## src/rtl/updown_value_monitor.sv

```systemverilog
// updown_value_monitor
//   Watches the 32-bit value of an up/down counter. Every valid sample:
//   - updates the running unsigned min/max since reset/clear,
//   - flags wrap-around (all-ones -> 0 is an up-wrap, 0 -> all-ones is a
//     down-wrap) and keeps a modular signed net wrap count,
//   - runs debounced, hysteretic high/low threshold alarms through a
//     4-state FSM (INIT, NORMAL, HIGH, LOW).
//   All outputs are registered, so they show the effect of a sample one
//   edge after it is presented.
//
// Ports
//   clock          rising-edge clock
//   reset          synchronous active-high reset (highest priority)
//   value          counter value to monitor
//   value_valid    sample value at this edge; when low everything holds
//   clear          synchronous clear of statistics and alarms
//   state          00 INIT, 01 NORMAL, 10 HIGH, 11 LOW
//   alarm_hi       high while state is HIGH
//   alarm_lo       high while state is LOW
//   wrap_up_pulse  one-cycle pulse after an all-ones -> 0 sample pair
//   wrap_dn_pulse  one-cycle pulse after a 0 -> all-ones sample pair
//   wrap_count     net wraps (+1 up, -1 down), two's complement, modular
//   min_value      smallest unsigned sample since reset/clear
//   max_value      largest unsigned sample since reset/clear
module updown_value_monitor #(
  parameter int unsigned       WIDTH     = 32,
  parameter logic [WIDTH-1:0]  HI_THRESH = 32'hF000_0000,
  parameter logic [WIDTH-1:0]  LO_THRESH = 32'h0000_1000,
  parameter int unsigned       HYST      = 16,
  parameter int unsigned       DEBOUNCE  = 4,
  parameter int unsigned       WRAPW     = 8
) (
  input  logic             clock,
  input  logic             reset,
  input  logic [WIDTH-1:0] value,
  input  logic             value_valid,
  input  logic             clear,
  output logic [1:0]       state,
  output logic             alarm_hi,
  output logic             alarm_lo,
  output logic             wrap_up_pulse,
  output logic             wrap_dn_pulse,
  output logic [WRAPW-1:0] wrap_count,
  output logic [WIDTH-1:0] min_value,
  output logic [WIDTH-1:0] max_value
);

  typedef enum logic [1:0] {
    ST_INIT   = 2'b00,
    ST_NORMAL = 2'b01,
    ST_HIGH   = 2'b10,
    ST_LOW    = 2'b11
  } state_t;

  localparam int unsigned      CNTW    = $clog2(DEBOUNCE + 1);
  localparam logic [CNTW-1:0]  DEB_MAX = CNTW'(DEBOUNCE);
  localparam logic [WIDTH:0]   HYST_X  = (WIDTH+1)'(HYST);
  // Exit levels computed one bit wider so an overflowing parameter set is
  // caught below instead of silently wrapping.
  localparam logic [WIDTH:0]   LO_EXIT_X = {1'b0, LO_THRESH} + HYST_X;
  localparam logic [WIDTH:0]   HI_EXIT_X = {1'b0, HI_THRESH} - HYST_X;
  localparam logic [WIDTH-1:0] LO_EXIT   = LO_EXIT_X[WIDTH-1:0];
  localparam logic [WIDTH-1:0] HI_EXIT   = HI_EXIT_X[WIDTH-1:0];
  localparam bit PARAMS_OK = (DEBOUNCE >= 1) && ({1'b0, HI_THRESH} >= HYST_X) &&
                             (LO_EXIT_X < HI_EXIT_X);

  if (!PARAMS_OK) begin : g_bad_params
    $error("updown_value_monitor: need DEBOUNCE>=1 and LO_THRESH+HYST < HI_THRESH-HYST");
  end

  localparam logic [WIDTH-1:0] ALL_ONES = {WIDTH{1'b1}};
  localparam logic [WIDTH-1:0] ALL_ZERO = {WIDTH{1'b0}};

  state_t           state_r, state_nxt_s;
  logic [WIDTH-1:0] prev_r, prev_nxt_s;
  logic             prev_valid_r, prev_valid_nxt_s;
  logic [CNTW-1:0]  hi_cnt_r, hi_cnt_nxt_s;
  logic [CNTW-1:0]  lo_cnt_r, lo_cnt_nxt_s;
  logic [WIDTH-1:0] min_r, min_nxt_s;
  logic [WIDTH-1:0] max_r, max_nxt_s;
  logic [WRAPW-1:0] wrap_count_r, wrap_count_nxt_s;
  logic             up_pulse_r, up_pulse_nxt_s;
  logic             dn_pulse_r, dn_pulse_nxt_s;
  logic             alarm_hi_r, alarm_lo_r;

  // Next-state computation for the FSM, statistics, wrap detection and debounce.
  always_comb begin
    state_nxt_s      = state_r;
    prev_nxt_s       = prev_r;
    prev_valid_nxt_s = prev_valid_r;
    hi_cnt_nxt_s     = hi_cnt_r;
    lo_cnt_nxt_s     = lo_cnt_r;
    min_nxt_s        = min_r;
    max_nxt_s        = max_r;
    wrap_count_nxt_s = wrap_count_r;
    up_pulse_nxt_s   = 1'b0;
    dn_pulse_nxt_s   = 1'b0;

    if (value_valid) begin
      prev_nxt_s       = value;
      prev_valid_nxt_s = 1'b1;

      // Saturating run-length counters; any out-of-band sample restarts them.
      if (value >= HI_THRESH) begin
        hi_cnt_nxt_s = (hi_cnt_r == DEB_MAX) ? hi_cnt_r : hi_cnt_r + CNTW'(1);
      end else begin
        hi_cnt_nxt_s = {CNTW{1'b0}};
      end
      if (value <= LO_THRESH) begin
        lo_cnt_nxt_s = (lo_cnt_r == DEB_MAX) ? lo_cnt_r : lo_cnt_r + CNTW'(1);
      end else begin
        lo_cnt_nxt_s = {CNTW{1'b0}};
      end

      if (state_r == ST_INIT) begin
        min_nxt_s = value;
        max_nxt_s = value;
      end else begin
        min_nxt_s = (value < min_r) ? value : min_r;
        max_nxt_s = (value > max_r) ? value : max_r;
      end

      // The first sample after reset/clear has no predecessor to wrap from.
      if (prev_valid_r && (prev_r == ALL_ONES) && (value == ALL_ZERO)) begin
        up_pulse_nxt_s   = 1'b1;
        wrap_count_nxt_s = wrap_count_r + WRAPW'(1);
      end else if (prev_valid_r && (prev_r == ALL_ZERO) && (value == ALL_ONES)) begin
        dn_pulse_nxt_s   = 1'b1;
        wrap_count_nxt_s = wrap_count_r - WRAPW'(1);
      end else begin
        wrap_count_nxt_s = wrap_count_r;
      end

      case (state_r)
        ST_INIT: begin
          state_nxt_s = ST_NORMAL;
        end
        ST_NORMAL: begin
          if (hi_cnt_nxt_s == DEB_MAX) begin
            state_nxt_s = ST_HIGH;
          end else if (lo_cnt_nxt_s == DEB_MAX) begin
            state_nxt_s = ST_LOW;
          end else begin
            state_nxt_s = ST_NORMAL;
          end
        end
        ST_HIGH: begin
          state_nxt_s = (value < HI_EXIT) ? ST_NORMAL : ST_HIGH;
        end
        ST_LOW: begin
          state_nxt_s = (value > LO_EXIT) ? ST_NORMAL : ST_LOW;
        end
        default: begin
          state_nxt_s = ST_INIT;
        end
      endcase
    end else begin
      state_nxt_s = state_r;
    end
  end

  // State and output registers; reset and clear both restore the idle values.
  always_ff @(posedge clock) begin
    if (reset || clear) begin
      state_r      <= ST_INIT;
      prev_r       <= ALL_ZERO;
      prev_valid_r <= 1'b0;
      hi_cnt_r     <= {CNTW{1'b0}};
      lo_cnt_r     <= {CNTW{1'b0}};
      min_r        <= ALL_ONES;
      max_r        <= ALL_ZERO;
      wrap_count_r <= {WRAPW{1'b0}};
      up_pulse_r   <= 1'b0;
      dn_pulse_r   <= 1'b0;
      alarm_hi_r   <= 1'b0;
      alarm_lo_r   <= 1'b0;
    end else begin
      state_r      <= state_nxt_s;
      prev_r       <= prev_nxt_s;
      prev_valid_r <= prev_valid_nxt_s;
      hi_cnt_r     <= hi_cnt_nxt_s;
      lo_cnt_r     <= lo_cnt_nxt_s;
      min_r        <= min_nxt_s;
      max_r        <= max_nxt_s;
      wrap_count_r <= wrap_count_nxt_s;
      up_pulse_r   <= up_pulse_nxt_s;
      dn_pulse_r   <= dn_pulse_nxt_s;
      alarm_hi_r   <= (state_nxt_s == ST_HIGH);
      alarm_lo_r   <= (state_nxt_s == ST_LOW);
    end
  end

  assign state         = state_r;
  assign alarm_hi      = alarm_hi_r;
  assign alarm_lo      = alarm_lo_r;
  assign wrap_up_pulse = up_pulse_r;
  assign wrap_dn_pulse = dn_pulse_r;
  assign wrap_count    = wrap_count_r;
  assign min_value     = min_r;
  assign max_value     = max_r;

endmodule
```

## config.mk

```make
export PLATFORM = sky130hd
export DESIGN_NAME = updown_value_monitor
export DESIGN_NICKNAME = d
export VERILOG_FILES = /design/src/rtl/updown_value_monitor.sv
export SDC_FILE = /design/constraint.sdc
export NUM_CORES = 1
export LEC_CHECK = 0
export BUFFER_PORTS_ARGS = -buffer_cell sky130_fd_sc_hd__buf_2
export CAP_MARGIN = 10
export CORE_MARGIN = 10
export CORE_UTILIZATION = 55
export CTS_BUF_LIST = sky130_fd_sc_hd__clkbuf_8
export DETAILED_ROUTE_END_ITERATION = 8
export PLACE_DENSITY = 0.79
export RECOVER_POWER = 100
export SYNTH_ARGS = -nofsm -noshare
export SYNTH_HDL_FRONTEND = slang
export SYNTH_SLANG_ARGS = --single-unit
```

## constraint.sdc

```tcl
create_clock -name clock -period 6.6 [get_ports clock]
set_clock_uncertainty 0.05 [all_clocks]
set_input_delay 0.66 -clock clock [delete_from_list [all_inputs] [get_ports clock]]
set_output_delay 0.66 -clock clock [all_outputs]
set_load 0.005 [all_outputs]
```

=== Yosys cells after proc, flatten, opt, wreduce, memory -nomap -nowiden ===
Index checks and enable logic that the tools add are counted.
Widths: inputs -> output; s select.

* Add/subtract/negate cells: 4
* $mul: 0
* Divide/modulo/power cells: 0
* $lt $le $gt $ge: 6
* Equal/unequal tests: 11
* Shift-type cells: 0
* Muxes and demuxes: 20
* Bitwise operators: 1
* Reduce and logical (&&, ||, !) cells: 16

{| class="wikitable"
|+ Operators with widths
! cell !! count
|-
| $mux 32 || 4
|-
| $eq 32x32->1 const B || 2
|-
| $logic_not 32->1 || 2
|-
| $ge 32x32->1 const B || 1
|-
| $gt 32x13->1 const B || 1
|-
| $gt 32x32->1 || 1
|-
| $le 32x13->1 const B || 1
|-
| $lt 32x32->1 || 1
|-
| $lt 32x32->1 const B || 1
|-
| $mux 3 || 6
|-
| $mux 8 || 2
|-
| $eq 3x3->1 const B || 4
|-
| $mux 2 || 5
|-
| $add 8x1->8 const B || 1
|-
| $eq 2x2->1 const B || 4
|-
| $pmux 2 s4 || 1
|-
| $sub 8x1->8 const B || 1
|-
| $add 3x1->3 const B || 2
|-
| $reduce_and 2->1 || 3
|-
| $reduce_bool 2->1 || 3
|-
| $logic_and 1x1->1 || 4
|-
| $reduce_or 3->1 || 1
|-
| $eq 2x1->1 const B || 1
|-
| $logic_not 2->1 || 1
|-
| 4 further kinds || 5
|}

* Register bits: 117
* Bits in latches: 0
* Memory bits (writable): 0
* ROM bits: 0
* Bits of input ports: 36
* Output and inout port bits: 78
* Logic and storage cells: 70
* Memories: 0

=== Longest topological paths before layout ===
* Word-level depth: 10
* Mapped depth: 12
* Depth with buffers taken out: 11

=== Worst setup path after synthesis ===
No wires, ideal clock.

* Path kind: input port to flip-flop
* From: in value[12]
* To: reg wrap_count_r[6], in the netlist wrap_count[6]
* Library setup time: 0.071 ns
* Arrival time: 3.356 ns
* Required time: 6.479 ns
* Slack: 3.124 ns
* Stages: 12
* Buffers on the path: 1
* Cells stage by stage: clkbuf_2 nand4b_1 or4_1 nor3_1 nand2_1 fa_1 a21oi_1 o21ai_0 o31ai_1 xnor2_1 nand3_1 a21oi_1

* Cells in the longest elaborated chain, start to end: 4
* Elaborated cells between the ends (all ways): 7
* Classes of those cells: eq/ne: 1; mux: 1; reduce/logical: 5

{| class="wikitable"
|+ RTL lines
! what !! RTL line !! source
|-
| start, declared || 35 || <nowiki>input logic [WIDTH-1:0] value,</nowiki>
|-
| $eq 32x32->1 / $logic_not 32->1 (equally long branches) || 127, 124 ||
|-
| $logic_and 1x1->1 (on tied branches) || 127, 124 ||
|-
| $reduce_bool 2->1 (no source line) || - ||
|-
| $reduce_and 2->1 (no source line) || - ||
|-
| end signal, assigned || 172 || <nowiki>wrap_count_r <= {WRAPW{1'b0}};</nowiki>
|-
| end signal, assigned || 185 || <nowiki>wrap_count_r <= wrap_count_nxt_s;</nowiki>
|-
| end, declared || 81 || <nowiki>logic [WRAPW-1:0] wrap_count_r, wrap_count_nxt_s;</nowiki>
|}

Parallel ways exist; a longest one is shown, timed or not.
A chain may end at the register's enable or synchronous reset.

=== Worst setup path after layout ===
* From: reg max_r[27], in the netlist max_value[27]
* To: reg max_r[27], in the netlist max_value[27]

* Cells in the longest elaborated chain, start to end: 3

{| class="wikitable"
|+ RTL lines
! what !! RTL line !! source
|-
| start, declared || 80 || <nowiki>logic [WIDTH-1:0] max_r, max_nxt_s;</nowiki>
|-
| start signal, assigned || 184 || <nowiki>max_r <= max_nxt_s;</nowiki>
|-
| $gt 32x32->1 || 120 || <nowiki>max_nxt_s = (value > max_r) ? value : max_r;</nowiki>
|-
| $reduce_bool 2->1 (no source line) || - ||
|-
| $reduce_and 2->1 (no source line) || - ||
|}

No other way between the ends.

==> results.json <==
{
  "crit_fanout": 48,
  "htree_levels": 4,
  "initial_utilization_pct": 56.9,
  "yosysSeqAreaShare_pct": 30.7,
  "die_height_um": 138,
  "drtAntennaViolNets": 0,
  "drtIter0Drc": 575,
  "globalRoute.totalOverflow": 0,
  "cts_tree": "yes",
  "grt_use_total_pct": 22.6,
  "die_w_um": 138,
  "clk_latency_ns": 0.46,
  "path_clk_slew_ns": 0.06,
  "cp_top_family": "buffers and inverters",
  "r2r_start": "max_value[27]",
  "synth_flop_cell": "dfxtp_1",
  "fp-row-count": 42,
  "min_from": "wrap_count[7]",
  "dieArea_mm2": 0.0190,
  "power_mw": 1.56,
  "syn-cell-area_mm2": 0.00762,
  "dp_cells": 1181,
  "p_per_area_mw_per_mm2": 184,
  "core-area_mm2": 0.0134,
  "use_met1_pct": 28.5,
  "period_minus_slack_ns": 4.91,
  "clock_path_buffers": 2,
  "fin_crit_sh_pct": 74.4,
  "power.static_leakage_nw": 3.57,
  "ir_drop_uv": 202,
  "cts-root-buf": "clkbuf_8",
  "finalWirelength_mm": 21.3,
  "outcome": "finished, violations left",
  "finalSetupViolCount": 0,
  "grt_max_degree": 113,
  "final_cells": 1209,
  "path_buf_inv": 2,
  "required_ns": 6.88,
  "nets": 1134,
  "gp_congestion": 0.863,
  "start_kind": "flop",
  "worstPathArrival_ns": 5.18,
  "hp-class": "flop to flop",
  "ys_types": 57,
  "cp_cell_sequence": "inv_1 > ha_1 > nand4_1 > or4_1 > a41oi_1 > clkbuf_1 > o41a_1 > nand3_1",
  "drtPass1Iterations": 5,
  "violations": "capacitance limit, slew limit",
  "syn_avg_cell_area_um2": 8.06,
  "post_cts_buffers": 0,
  "rsz0062_at_grt": "false",
  "postSynthNetCount": 1056,
  "post-dp-hpwl_mm": 14.8,
  "holdPathEnd": "wrap_count[7]",
  "cts_buffers": 17,
  "setup_tns_ns": 0,
  "vias_per_cell": 6.09,
  "final_common_cell": "nor2_1",
  "r2r-end": "max_value[27]",
  "relSlewSlack_pct": -209,
  "routedWlPerCell_um": 17.6,
  "ctsResizeCount": 0,
  "antenna_found_initial": 0,
  "cpPeakStageDelay_ns": 1.58,
  "synth_edf_count": 0,
  "final_util_pct": 63.3,
  "grt_pass1_wl_mm": 34.6,
  "hold_viol_final": 0,
  "reg2reg_slack_ns": 1.69,
  "fmax_mhz": 204,
  "async_reset_ff_share_pct": 0,
  "ys_seq_elements": 117,
  "grt_use_met3_pct": 6.74,
  "tightest_slew_ns": 4.64,
  "port_buffers": 113,
  "grt_busiest_layer": "met2",
  "route.detailed.drc": 0,
  "grt_pass1_vias": 6960,
  "routed-via-count": 7362,
  "cp-end-kind": "flop",
  "r2r_cells": 8,
  "drive_above_1_share_pct": 9.10,
  "final_cell_mix": "nor2_1, dfxtp_1, nand3_1, ha_1, inv_1",
  "pin_count": 114,
  "use_met2_pct": 36.5,
  "cpMaxStageDelayCell": "clkbuf_1",
  "syn_inst": 946,
  "drv_slew": 162,
  "fill_cells": 1266,
  "clock-sinks": 117,
  "drv_cap": 2,
  "area_growth_pct": 11.3,
  "num_antenna_cells": 0,
  "yosysWarnings": 0,
  "worstSetupPathType": "flop to flop",
  "cts_hold_buf": 0,
  "min_delay_path_depth": 2
}
-- cell usage after synthesis, types with 5 or more instances --
master	n	share of area, %
a211oi_1	5	0.49
a21oi_1	45	3.0
clkbuf_1	56	2.8
dfxtp_1	117	31
ha_1	73	12
inv_1	71	3.5
mux2i_1	65	8.5
nand2_1	61	3.0
nand3_1	110	7.2
nand4_1	27	2.2
nor2_1	122	6.0
nor3_1	10	0.66
nor4_1	11	0.90
o2111ai_1	32	3.7
o21a_1	5	0.49
o21ai_0	19	1.2
o41a_1	33	4.9
or2_2	6	0.49
or3_1	6	0.49
or4_1	5	0.49
-- per-layer routing --
| layer | wire (um) | vias to the layer above |
|---|---|---|
| met3 | 1560 | 26 |
| met1 | 9430 | 3465 |
| met4 | 263 | 0 |
| li1 | - | 3616 |
| met5 | 0 | - |
| met2 | 10000 | 255 |
-- flip-flops by register name, summed over array words and instances (netlist names), named ones only --
signal         flops
prev_r            32
hi_cnt_r           3
alarm_hi           1
wrap_dn_pulse      1
lo_cnt_r           3
prev_valid_r       1
state              1
min_value         32
wrap_up_pulse      1
alarm_lo           1
wrap_count         8
max_value         32
-- layout make-up --
type / instances / area, um2 / share of cell area, %
Clock buffer: 21 / 289 / 3.41
Inverter: 71 / 267 / 3.14
Sequential cell: 117 / 2340 / 27.6
Timing Repair Buffer: 124 / 549 / 6.47
Multi-Input combinational cell: 693 / 4780 / 56.4
Clock inverter: 7 / 33.8 / 0.398
Tap cell: 176 / 220 / 2.60
-- metrics by stage --
step | setup WS [ns] | hold WS (ns) | area, um2
floorplan | 3.12 | 0.398 | 7620
global placement | 2.59 | 0.421 | 8290
detailed placement | 2.45 | 0.428 | 8290
CTS | 2.93 | 0.439 | 8610
global route | 1.39 | 0.469 | 8490
finish | 1.69 | 0.438 | 8490
-- report_power, final --
group | switching, mW | leakage, nW | internal [mW]
Clock | 0.284 | 0.180 | 0.285
Sequential | 0.0221 | 0.954 | 0.730
Combinational | 0.153 | 2.44 | 0.0878
-- cell families (layout without fill, tap and decap cells) --
logic type | after synthesis | in the layout | share of synthesized area [%]
muxes | 67 | 67 | 8.83
buffers and inverters | 136 | 223 | 6.86
and+or+nand+nor | 381 | 381 | 23.9
AOI/OAI and AO/OA | 167 | 167 | 17.0
xor gates and xnor gates | 4 | 4 | 0.459
adders and majority gates | 74 | 74 | 12.2
DFF | 117 | 117 | 30.7
-- worst max-delay path by stage --
| stage | startpoint | to | slack (ns) | cells after the start |
|---|---|---|---|---|
| after floorplan | value[12] | wrap_count[6] | 3.12 | 12 |
| after global placement | value[8] | wrap_count[6] | 2.59 | 12 |
| after detailed placement | value[8] | wrap_count[6] | 2.45 | 12 |
| after CTS | value[8] | wrap_count[6] | 2.93 | 12 |
| after global routing | max_value[27] | max_value[22] | 1.39 | 8 |
| final | max_value[27] | max_value[27] | 1.69 | 8 |
-- worst reg2reg max path, stage by stage (launching register included) --
cell and delay (ns):
dfxtp_1 0.43, inv_1 0.07, ha_1 0.31, nand4_1 0.13
or4_1 0.66, a41oi_1 1.12, clkbuf_1 1.58, o41a_1 0.36
nand3_1 0.07
Note: power is estimated with default switching activity, not from simulation.
